## src/rtl/mem_port_arbiter_if.sv

```systemverilog
// Bundle of the two requester ports and the shared downstream memory port.
// The arbiter takes the slave view; the requesters and memory model take the master view.
interface mem_port_arbiter_if #(
  parameter int ADDR_WIDTH = 32,
  parameter int DATA_WIDTH = 32,
  parameter int BE_WIDTH   = DATA_WIDTH / 8
);
  // Requester side, index 0 = instruction fetch, index 1 = MEM stage
  logic [1:0]                 rq_rd;
  logic [1:0]                 rq_wr;
  logic [1:0][ADDR_WIDTH-1:0] rq_addr;
  logic [1:0][DATA_WIDTH-1:0] rq_wr_data;
  logic [1:0][BE_WIDTH-1:0]   rq_wr_be;
  logic [DATA_WIDTH-1:0]      rq_data;
  logic [1:0]                 rq_waitrequest;

  // Downstream memory side
  logic                       mem_rd;
  logic                       mem_wr;
  logic [ADDR_WIDTH-1:0]      mem_addr;
  logic [DATA_WIDTH-1:0]      mem_wr_data;
  logic [BE_WIDTH-1:0]        mem_wr_be;
  logic [DATA_WIDTH-1:0]      mem_data;
  logic                       mem_waitrequest;

  modport slave (
    input  rq_rd, rq_wr, rq_addr, rq_wr_data, rq_wr_be,
    output rq_data, rq_waitrequest,
    output mem_rd, mem_wr, mem_addr, mem_wr_data, mem_wr_be,
    input  mem_data, mem_waitrequest
  );

  modport master (
    output rq_rd, rq_wr, rq_addr, rq_wr_data, rq_wr_be,
    input  rq_data, rq_waitrequest,
    input  mem_rd, mem_wr, mem_addr, mem_wr_data, mem_wr_be,
    output mem_data, mem_waitrequest
  );
endinterface

```

## src/rtl/mem_port_arbiter.sv

```systemverilog
// Two-requester arbiter for a single cache/memory port (ifetch = port 0, MEM = port 1).
// Define ARB_ROUND_ROBIN_EN for round-robin on contention; otherwise port 1 has fixed priority.

module mem_port_arbiter_chk #(
  parameter int ADDR_WIDTH = 32,
  parameter int DATA_WIDTH = 32,
  parameter int BE_WIDTH   = DATA_WIDTH / 8
) (
  input logic                  clock,
  input logic                  reset_n,
  input logic [1:0]            rq_rd,
  input logic [1:0]            rq_wr,
  input logic                  busy,
  input logic                  owner,
  input logic                  last_owner,
  input logic                  mem_rd,
  input logic                  mem_wr,
  input logic [ADDR_WIDTH-1:0] mem_addr,
  input logic [DATA_WIDTH-1:0] mem_wr_data,
  input logic [BE_WIDTH-1:0]   mem_wr_be,
  input logic                  mem_waitrequest
);
  // A port raising rd and wr together is served as a write, but it is a requester bug.
  a_rd_wr_port0: assert property (@(posedge clock) disable iff (!reset_n)
    !(rq_rd[0] && rq_wr[0]));
  a_rd_wr_port1: assert property (@(posedge clock) disable iff (!reset_n)
    !(rq_rd[1] && rq_wr[1]));

  a_cmd_exclusive: assert property (@(posedge clock) disable iff (!reset_n)
    !(mem_rd && mem_wr));

  a_idle_quiet: assert property (@(posedge clock) disable iff (!reset_n)
    !busy |-> !(mem_rd || mem_wr));

  a_cmd_held: assert property (@(posedge clock) disable iff (!reset_n)
    (busy && mem_waitrequest) |=> ($stable(mem_rd) && $stable(mem_wr) &&
      $stable(mem_addr) && $stable(mem_wr_data) && $stable(mem_wr_be)));

  a_last_owner: assert property (@(posedge clock) disable iff (!reset_n)
    (busy && !mem_waitrequest) |=> (last_owner == $past(owner)));
endmodule

module mem_port_arbiter #(
  parameter int ADDR_WIDTH = 32,
  parameter int DATA_WIDTH = 32,
  parameter int BE_WIDTH   = DATA_WIDTH / 8
) (
  input logic            clock,
  input logic            reset_n,
  mem_port_arbiter_if.slave bus
);
  typedef enum logic {
    IDLE = 1'b0,
    BUSY = 1'b1
  } state_e;

  state_e                state_q, state_d;
  logic                  owner_q, owner_d;
  logic                  last_owner_q, last_owner_d;
  logic                  cmd_rd_q, cmd_rd_d;
  logic                  cmd_wr_q, cmd_wr_d;
  logic [ADDR_WIDTH-1:0] cmd_addr_q, cmd_addr_d;
  logic [DATA_WIDTH-1:0] cmd_wr_data_q, cmd_wr_data_d;
  logic [BE_WIDTH-1:0]   cmd_wr_be_q, cmd_wr_be_d;

  logic [1:0]            req_s;
  logic                  grant_s;
  logic                  complete_s;

  assign req_s      = bus.rq_rd | bus.rq_wr;
  assign complete_s = (state_q == BUSY) && !bus.mem_waitrequest;

  // Winner selection among the ports requesting in IDLE
  always_comb begin
    grant_s = 1'b0;
    if (req_s == 2'b11) begin
`ifdef ARB_ROUND_ROBIN_EN
      grant_s = ~last_owner_q;
`else
      grant_s = 1'b1;
`endif
    end else begin
      grant_s = req_s[1];
    end
  end

  // Next-state logic; the command register is cleared on completion so mem_rd/mem_wr are 0 in IDLE
  always_comb begin
    state_d       = state_q;
    owner_d       = owner_q;
    last_owner_d  = last_owner_q;
    cmd_rd_d      = cmd_rd_q;
    cmd_wr_d      = cmd_wr_q;
    cmd_addr_d    = cmd_addr_q;
    cmd_wr_data_d = cmd_wr_data_q;
    cmd_wr_be_d   = cmd_wr_be_q;
    case (state_q)
      IDLE: begin
        if (req_s != 2'b00) begin
          state_d       = BUSY;
          owner_d       = grant_s;
          cmd_wr_d      = bus.rq_wr[grant_s];
          cmd_rd_d      = bus.rq_rd[grant_s] & ~bus.rq_wr[grant_s];
          cmd_addr_d    = bus.rq_addr[grant_s];
          cmd_wr_data_d = bus.rq_wr_data[grant_s];
          cmd_wr_be_d   = bus.rq_wr_be[grant_s];
        end else begin
          state_d = IDLE;
        end
      end
      BUSY: begin
        if (!bus.mem_waitrequest) begin
          state_d      = IDLE;
          last_owner_d = owner_q;
          cmd_rd_d     = 1'b0;
          cmd_wr_d     = 1'b0;
        end else begin
          state_d = BUSY;
        end
      end
      default: begin
        state_d  = IDLE;
        cmd_rd_d = 1'b0;
        cmd_wr_d = 1'b0;
      end
    endcase
  end

  // State, ownership and command registers
  always_ff @(posedge clock or negedge reset_n) begin
    if (!reset_n) begin
      state_q       <= IDLE;
      owner_q       <= 1'b0;
      last_owner_q  <= 1'b1;
      cmd_rd_q      <= 1'b0;
      cmd_wr_q      <= 1'b0;
      cmd_addr_q    <= '0;
      cmd_wr_data_q <= '0;
      cmd_wr_be_q   <= '0;
    end else begin
      state_q       <= state_d;
      owner_q       <= owner_d;
      last_owner_q  <= last_owner_d;
      cmd_rd_q      <= cmd_rd_d;
      cmd_wr_q      <= cmd_wr_d;
      cmd_addr_q    <= cmd_addr_d;
      cmd_wr_data_q <= cmd_wr_data_d;
      cmd_wr_be_q   <= cmd_wr_be_d;
    end
  end

  assign bus.mem_rd      = cmd_rd_q;
  assign bus.mem_wr      = cmd_wr_q;
  assign bus.mem_addr    = cmd_addr_q;
  assign bus.mem_wr_data = cmd_wr_data_q;
  assign bus.mem_wr_be   = cmd_wr_be_q;

  // Stall every requester except the owner on its completion cycle; a dropped request never stalls
  always_comb begin
    bus.rq_waitrequest = req_s;
    bus.rq_data        = '0;
    if (complete_s) begin
      bus.rq_waitrequest[owner_q] = 1'b0;
      bus.rq_data                 = bus.mem_data;
    end else begin
      bus.rq_waitrequest = req_s;
    end
  end

  mem_port_arbiter_chk #(
    .ADDR_WIDTH (ADDR_WIDTH),
    .DATA_WIDTH (DATA_WIDTH),
    .BE_WIDTH   (BE_WIDTH)
  ) u_chk (
    .clock           (clock),
    .reset_n         (reset_n),
    .rq_rd           (bus.rq_rd),
    .rq_wr           (bus.rq_wr),
    .busy            (state_q == BUSY),
    .owner           (owner_q),
    .last_owner      (last_owner_q),
    .mem_rd          (cmd_rd_q),
    .mem_wr          (cmd_wr_q),
    .mem_addr        (cmd_addr_q),
    .mem_wr_data     (cmd_wr_data_q),
    .mem_wr_be       (cmd_wr_be_q),
    .mem_waitrequest (bus.mem_waitrequest)
  );
endmodule
```

## src/flat_wrapper.sv

```systemverilog
// flat-port wrapper written by rule: the top's interface ports become plain ports
module mem_port_arbiter_flat 
#(
  parameter int ADDR_WIDTH = 32,
  parameter int DATA_WIDTH = 32,
  parameter int BE_WIDTH   = DATA_WIDTH / 8
)
  (clock, reset_n, bus_rq_rd, bus_rq_wr, bus_rq_addr, bus_rq_wr_data, bus_rq_wr_be, bus_rq_data, bus_rq_waitrequest, bus_mem_rd, bus_mem_wr, bus_mem_addr, bus_mem_wr_data, bus_mem_wr_be, bus_mem_data, bus_mem_waitrequest);
  mem_port_arbiter_if #(.ADDR_WIDTH(ADDR_WIDTH), .DATA_WIDTH(DATA_WIDTH), .BE_WIDTH(BE_WIDTH)) bus_i ();
  input logic clock;
  input logic reset_n;
  input wire logic [$bits(bus_i.rq_rd)-1:0] bus_rq_rd;
  input wire logic [$bits(bus_i.rq_wr)-1:0] bus_rq_wr;
  input wire logic [$bits(bus_i.rq_addr)-1:0] bus_rq_addr;
  input wire logic [$bits(bus_i.rq_wr_data)-1:0] bus_rq_wr_data;
  input wire logic [$bits(bus_i.rq_wr_be)-1:0] bus_rq_wr_be;
  output wire logic [$bits(bus_i.rq_data)-1:0] bus_rq_data;
  output wire logic [$bits(bus_i.rq_waitrequest)-1:0] bus_rq_waitrequest;
  output wire logic [$bits(bus_i.mem_rd)-1:0] bus_mem_rd;
  output wire logic [$bits(bus_i.mem_wr)-1:0] bus_mem_wr;
  output wire logic [$bits(bus_i.mem_addr)-1:0] bus_mem_addr;
  output wire logic [$bits(bus_i.mem_wr_data)-1:0] bus_mem_wr_data;
  output wire logic [$bits(bus_i.mem_wr_be)-1:0] bus_mem_wr_be;
  input wire logic [$bits(bus_i.mem_data)-1:0] bus_mem_data;
  input wire logic [$bits(bus_i.mem_waitrequest)-1:0] bus_mem_waitrequest;
  assign bus_i.rq_rd = bus_rq_rd;
  assign bus_i.rq_wr = bus_rq_wr;
  assign bus_i.rq_addr = bus_rq_addr;
  assign bus_i.rq_wr_data = bus_rq_wr_data;
  assign bus_i.rq_wr_be = bus_rq_wr_be;
  assign bus_rq_data = bus_i.rq_data;
  assign bus_rq_waitrequest = bus_i.rq_waitrequest;
  assign bus_mem_rd = bus_i.mem_rd;
  assign bus_mem_wr = bus_i.mem_wr;
  assign bus_mem_addr = bus_i.mem_addr;
  assign bus_mem_wr_data = bus_i.mem_wr_data;
  assign bus_mem_wr_be = bus_i.mem_wr_be;
  assign bus_i.mem_data = bus_mem_data;
  assign bus_i.mem_waitrequest = bus_mem_waitrequest;
  mem_port_arbiter #(.ADDR_WIDTH(ADDR_WIDTH), .DATA_WIDTH(DATA_WIDTH), .BE_WIDTH(BE_WIDTH)) u_core (.clock(clock), .reset_n(reset_n), .bus(bus_i));
endmodule
```

## config.mk

```make
export PLATFORM = sky130hd
export DESIGN_NAME = mem_port_arbiter_flat
export DESIGN_NICKNAME = d
export VERILOG_FILES = /design/src/rtl/mem_port_arbiter_if.sv /design/src/rtl/mem_port_arbiter.sv /design/src/flat_wrapper.sv
export SDC_FILE = /design/constraint.sdc
export NUM_CORES = 1
export LEC_CHECK = 0
export BUFFER_PORTS_ARGS = -buffer_cell sky130_fd_sc_hd__clkbuf_2
export CAP_MARGIN = 20
export CELL_PAD_IN_SITES_DETAIL_PLACEMENT = 1
export CELL_PAD_IN_SITES_GLOBAL_PLACEMENT = 1
export CORE_MARGIN = 2
export CORE_UTILIZATION = 28
export DETAILED_ROUTE_END_ITERATION = 12
export PLACE_DENSITY = 0.82
export SETUP_SLACK_MARGIN = 0.15
export SYNTH_ARGS = -nofsm -noshare
export SYNTH_HDL_FRONTEND = slang
export SYNTH_SLANG_ARGS = --single-unit
export TNS_END_PERCENT = 10
```

## constraint.sdc

```tcl
create_clock -name clock -period 1.3 [get_ports clock]
set_input_delay 0.325 -clock clock [delete_from_list [all_inputs] [get_ports clock]]
set_output_delay 0.325 -clock clock [all_outputs]
set_load 0.02 [all_outputs]
```

==> key figures <==
Finish
  • Antenna cell count: 0
  • Register area: 0.001803 mm2
  • Layout Nets: 737
  • Share of cells above drive strength 1: 85.19%
  • Multi-input gate area: 0.002185 mm2
  • Post-Layout Cell Count: 751
  • Area grow syn2layout: 71.60%
  • Fillcell total: 1,523

STA
  • Worst setup margin: -0.4228 ns
  • RSZ-0062 raised after global routing: yes
  • Slew Limit Fails: 0
  • Slew headroom: 73.25%
  • Hold Fails Final Rpt: 0
  • Final setup fails: 104
  • Peak Freq: 580.5 MHz
  • Setup Skew: 0.006215 ns
  • Slew @ Worst Pin: 0.4012 ns
  • Part of the cycle the worst path needs: 132.5%
  • Final min period: 1.723 ns

Placed design
  • Dpl hpwl: 9485 um
  • I/O Buffers: 278
  • Final GP Congestion: 0.8165
  • Placed cell count: 729

Synth
  • Post-synth ARST share: 100.0%
  • Area of the mapped netlist: 0.004061 mm2
  • Synth Net Count: 449
  • Dominant register cell in the synthesized netlist: dfrtp_1
  • Area leader, netlist: dfrtp_1
  • Commonest cells in the netlist: dfrtp_1 (72), mux2_2 (69), mux2_4 (68)
  • Synthesis warning total: 0
  • Top cell type's share of synthesized area: 44.36%
  • Largest cells by area after synthesis: dfrtp_1 (44%), mux2_4 (25%), mux2_2 (19%)
  • Most common cell in the netlist: dfrtp_1
  • Synth Area per Inst: 14.82 um2
  • Mapped Cells: 274
  • Seq cells post-synth: 72
  • Post-synthesis sequential area ratio: 44.36%
  • Cell variety after synth: 18
  • Post-synth EDFFs: 0

Route
  • Starting DRT DRC Count: 70
  • Residual DRC: 0
  • DR vias/cell: 4.459
  • WL per Instance: 18.32 um
  • Via count: 3,349
  • Wirelength, routed: 13,760 um
  • Detailed Routing Iterations Pass 1: 4
  • Final ANT Viol Nets: 0

Floorplan
  • Initial core utilization: 28.27%
  • Die width: 124.4 um
  • Die area: 0.01548 mm2
  • Die Y: 124.4 um
  • # IOs: 279
  • Num rows: 44
  • Core area: 0.01437 mm2

Pwr
  • Reg power frac: 27.3%
  • Leakage Power: 3.514 nW
  • Total power: 15.91 mW
  • Clock Power Share: 14.3%
  • P_sw: 5.660 mW
  • P_int: 10.25 mW
  • Peak VDD IR: 1220 uV
  • PwrDens: 2283 mW/mm2
  • Switching part of the total: 35.57%
  • Combinational cell fraction of total power: 58.4%

GRT
  • Initial antenna violation count: 0
  • Largest net degree at the start of global routing: 73
  • GRT overflow: 0
  • Vias in the first global route: 3,874
  • First-pass GRT wire length: 20,660 um
  • GRT Total Usage: 16.75%

Clock network
  • Clk buf depth: 2
  • Clk slew on worst S/H paths: 0.06 ns
  • CTS root buf: clkbuf_16
  • Clock sink total: 72
  • TritonCTS Buffers: 9
  • CTS H-Tree Depth: 3
  • CTS tree: done
  • Clock Latency Late Sink: 0.34 ns

Setup path
  • Crit path arrival time: 1.40 ns
  • Startpoint types: flop
  • Worst EP required: 0.98 ns
  • Crit Path Class: reg -> out
  • Critical Path Sink Type: output pin
  • CP max FO: 8

Outcome
  • Status: complete, but fails checks
  • Failing checks: setup timing

Run
  • Max Cap Viol: 0

Min path
  • Hold WC Path Type: in -> reg
[cell families after synthesis]
kind of cell / Yosys count / synth area share (%)
buf+inv: 18 / 3.974
mux: 138 / 44.52
compound gates: 6 / 1.078
simple gates: 40 / 6.069
flops: 72 / 44.36
[path summary, 6_finish.rpt]
| kind | startpoint | end | slack [ns] | cells past startpoint |
|---|---|---|---|---|
| worst max-delay path | u_core.state_q$_DFF_PN0_ | bus_rq_data[30] | -0.42 | 4 |
| min in group asynchronous | reset_n | u_core.bus.mem_addr[18]$_DFFE_PN0P_ | 0.54 | 3 |
| max in group asynchronous | reset_n | u_core.state_q$_DFF_PN0_ | 0.40 | 3 |
| worst max register to register | u_core.state_q$_DFF_PN0_ | u_core.bus.mem_addr[9]$_DFFE_PN0P_ | -0.25 | 4 |
| worst min register to register | u_core.bus.mem_wr_data[5]$_DFFE_PN0P_ | u_core.bus.mem_wr_data[5]$_DFFE_PN0P_ | 0.53 | 1 |
| worst min-delay path | bus_mem_waitrequest | u_core.state_q$_DFF_PN0_ | 0.31 | 3 |
[registers in the layout, indices dropped and copies added, names as in the netlist]
name and count:
u_core.state_q 1, u_core.bus.mem_addr 32, u_core.bus.mem_rd 1, u_core.owner_q 1, u_core.bus.mem_wr_be 4, u_core.bus.mem_wr 1, u_core.bus.mem_wr_data 32
[metal layers]
metal | track usage (%) | vias up | share of wire, %
met5 | 0 | - | 0
met4 | 6.279 | 0 | 2.0
met3 | 4.424 | 21 | 5.6
met2 | 31.24 | 143 | 55
met1 | 18.00 | 1646 | 37
li1 | - | 1539 | -
[area by class of cell]
type,count,share of cell area [%]
Sequential cell,72,25.87
Clock buffer,9,3.232
Tap cell,184,3.303
Inverter,1,0.05386
Multi-Input combinational cell,184,31.35
Clock inverter,7,0.6822
Timing Repair Buffer,294,35.51
[what timing repair did]
action	4_1_cts	5_1_grt
endpoints found under the hold margin	0	5
cloned	0	4
setup buffers	1	0
pin swaps	1	28
hold buffers	0	1
resized for setup	143	133
setup endpoints to repair	175	175
[critical path, cell delays in order (launching register included)]
cell       delay, ns
dfrtp_2         0.41
and2b_4         0.21
clkbuf_16       0.18
and2_4          0.15
buf_6           0.12
[layout by cell type, fill, tap and decap left out, drive strengths merged]
| cell | n |
|---|---|
| and2b | 1 |
| inv | 2 |
| a21o | 1 |
| clkbuf | 254 |
| o21ai | 2 |
| buf | 48 |
| nand2 | 1 |
| clkinvlp | 2 |
| nand2b | 1 |
| and2 | 33 |
| dfrtp | 72 |
| a21oi | 3 |
| nor2 | 4 |
| mux2 | 137 |
| dlygate4sd3 | 1 |
| clkinv | 4 |
| mux2i | 1 |
[through the flow]
step | setup TNS [ns] | hold slack, ns | utilization [%] | worst slack (ns) | instance area (um2)
floorplan | -13.50 | 0.02941 | - | -0.1499 | 4076
global placement | -26.98 | 0.3679 | 39.54 | -0.3445 | 5682
detailed placement | -30.08 | 0.3735 | 39.54 | -0.3869 | 5682
CTS | -29.30 | 0.003848 | 45.85 | -0.4659 | 6588
global route | -32.97 | 0.3010 | 48.50 | -0.4637 | 6969
finish | -28.46 | 0.3066 | 48.50 | -0.4228 | 6969
[power by group through the flow]
stage               logic [mW]  registers [mW]  clock network (mW)
floorplan                 3.53            5.42                   0
global placement          6.82            4.12                   0
detailed placement        7.03            4.17                   0
CTS                       8.76            4.32                2.37
global route              9.69            4.50                2.49
finish                    9.30            4.34                2.28
Note: power is estimated with default switching activity, not from simulation.
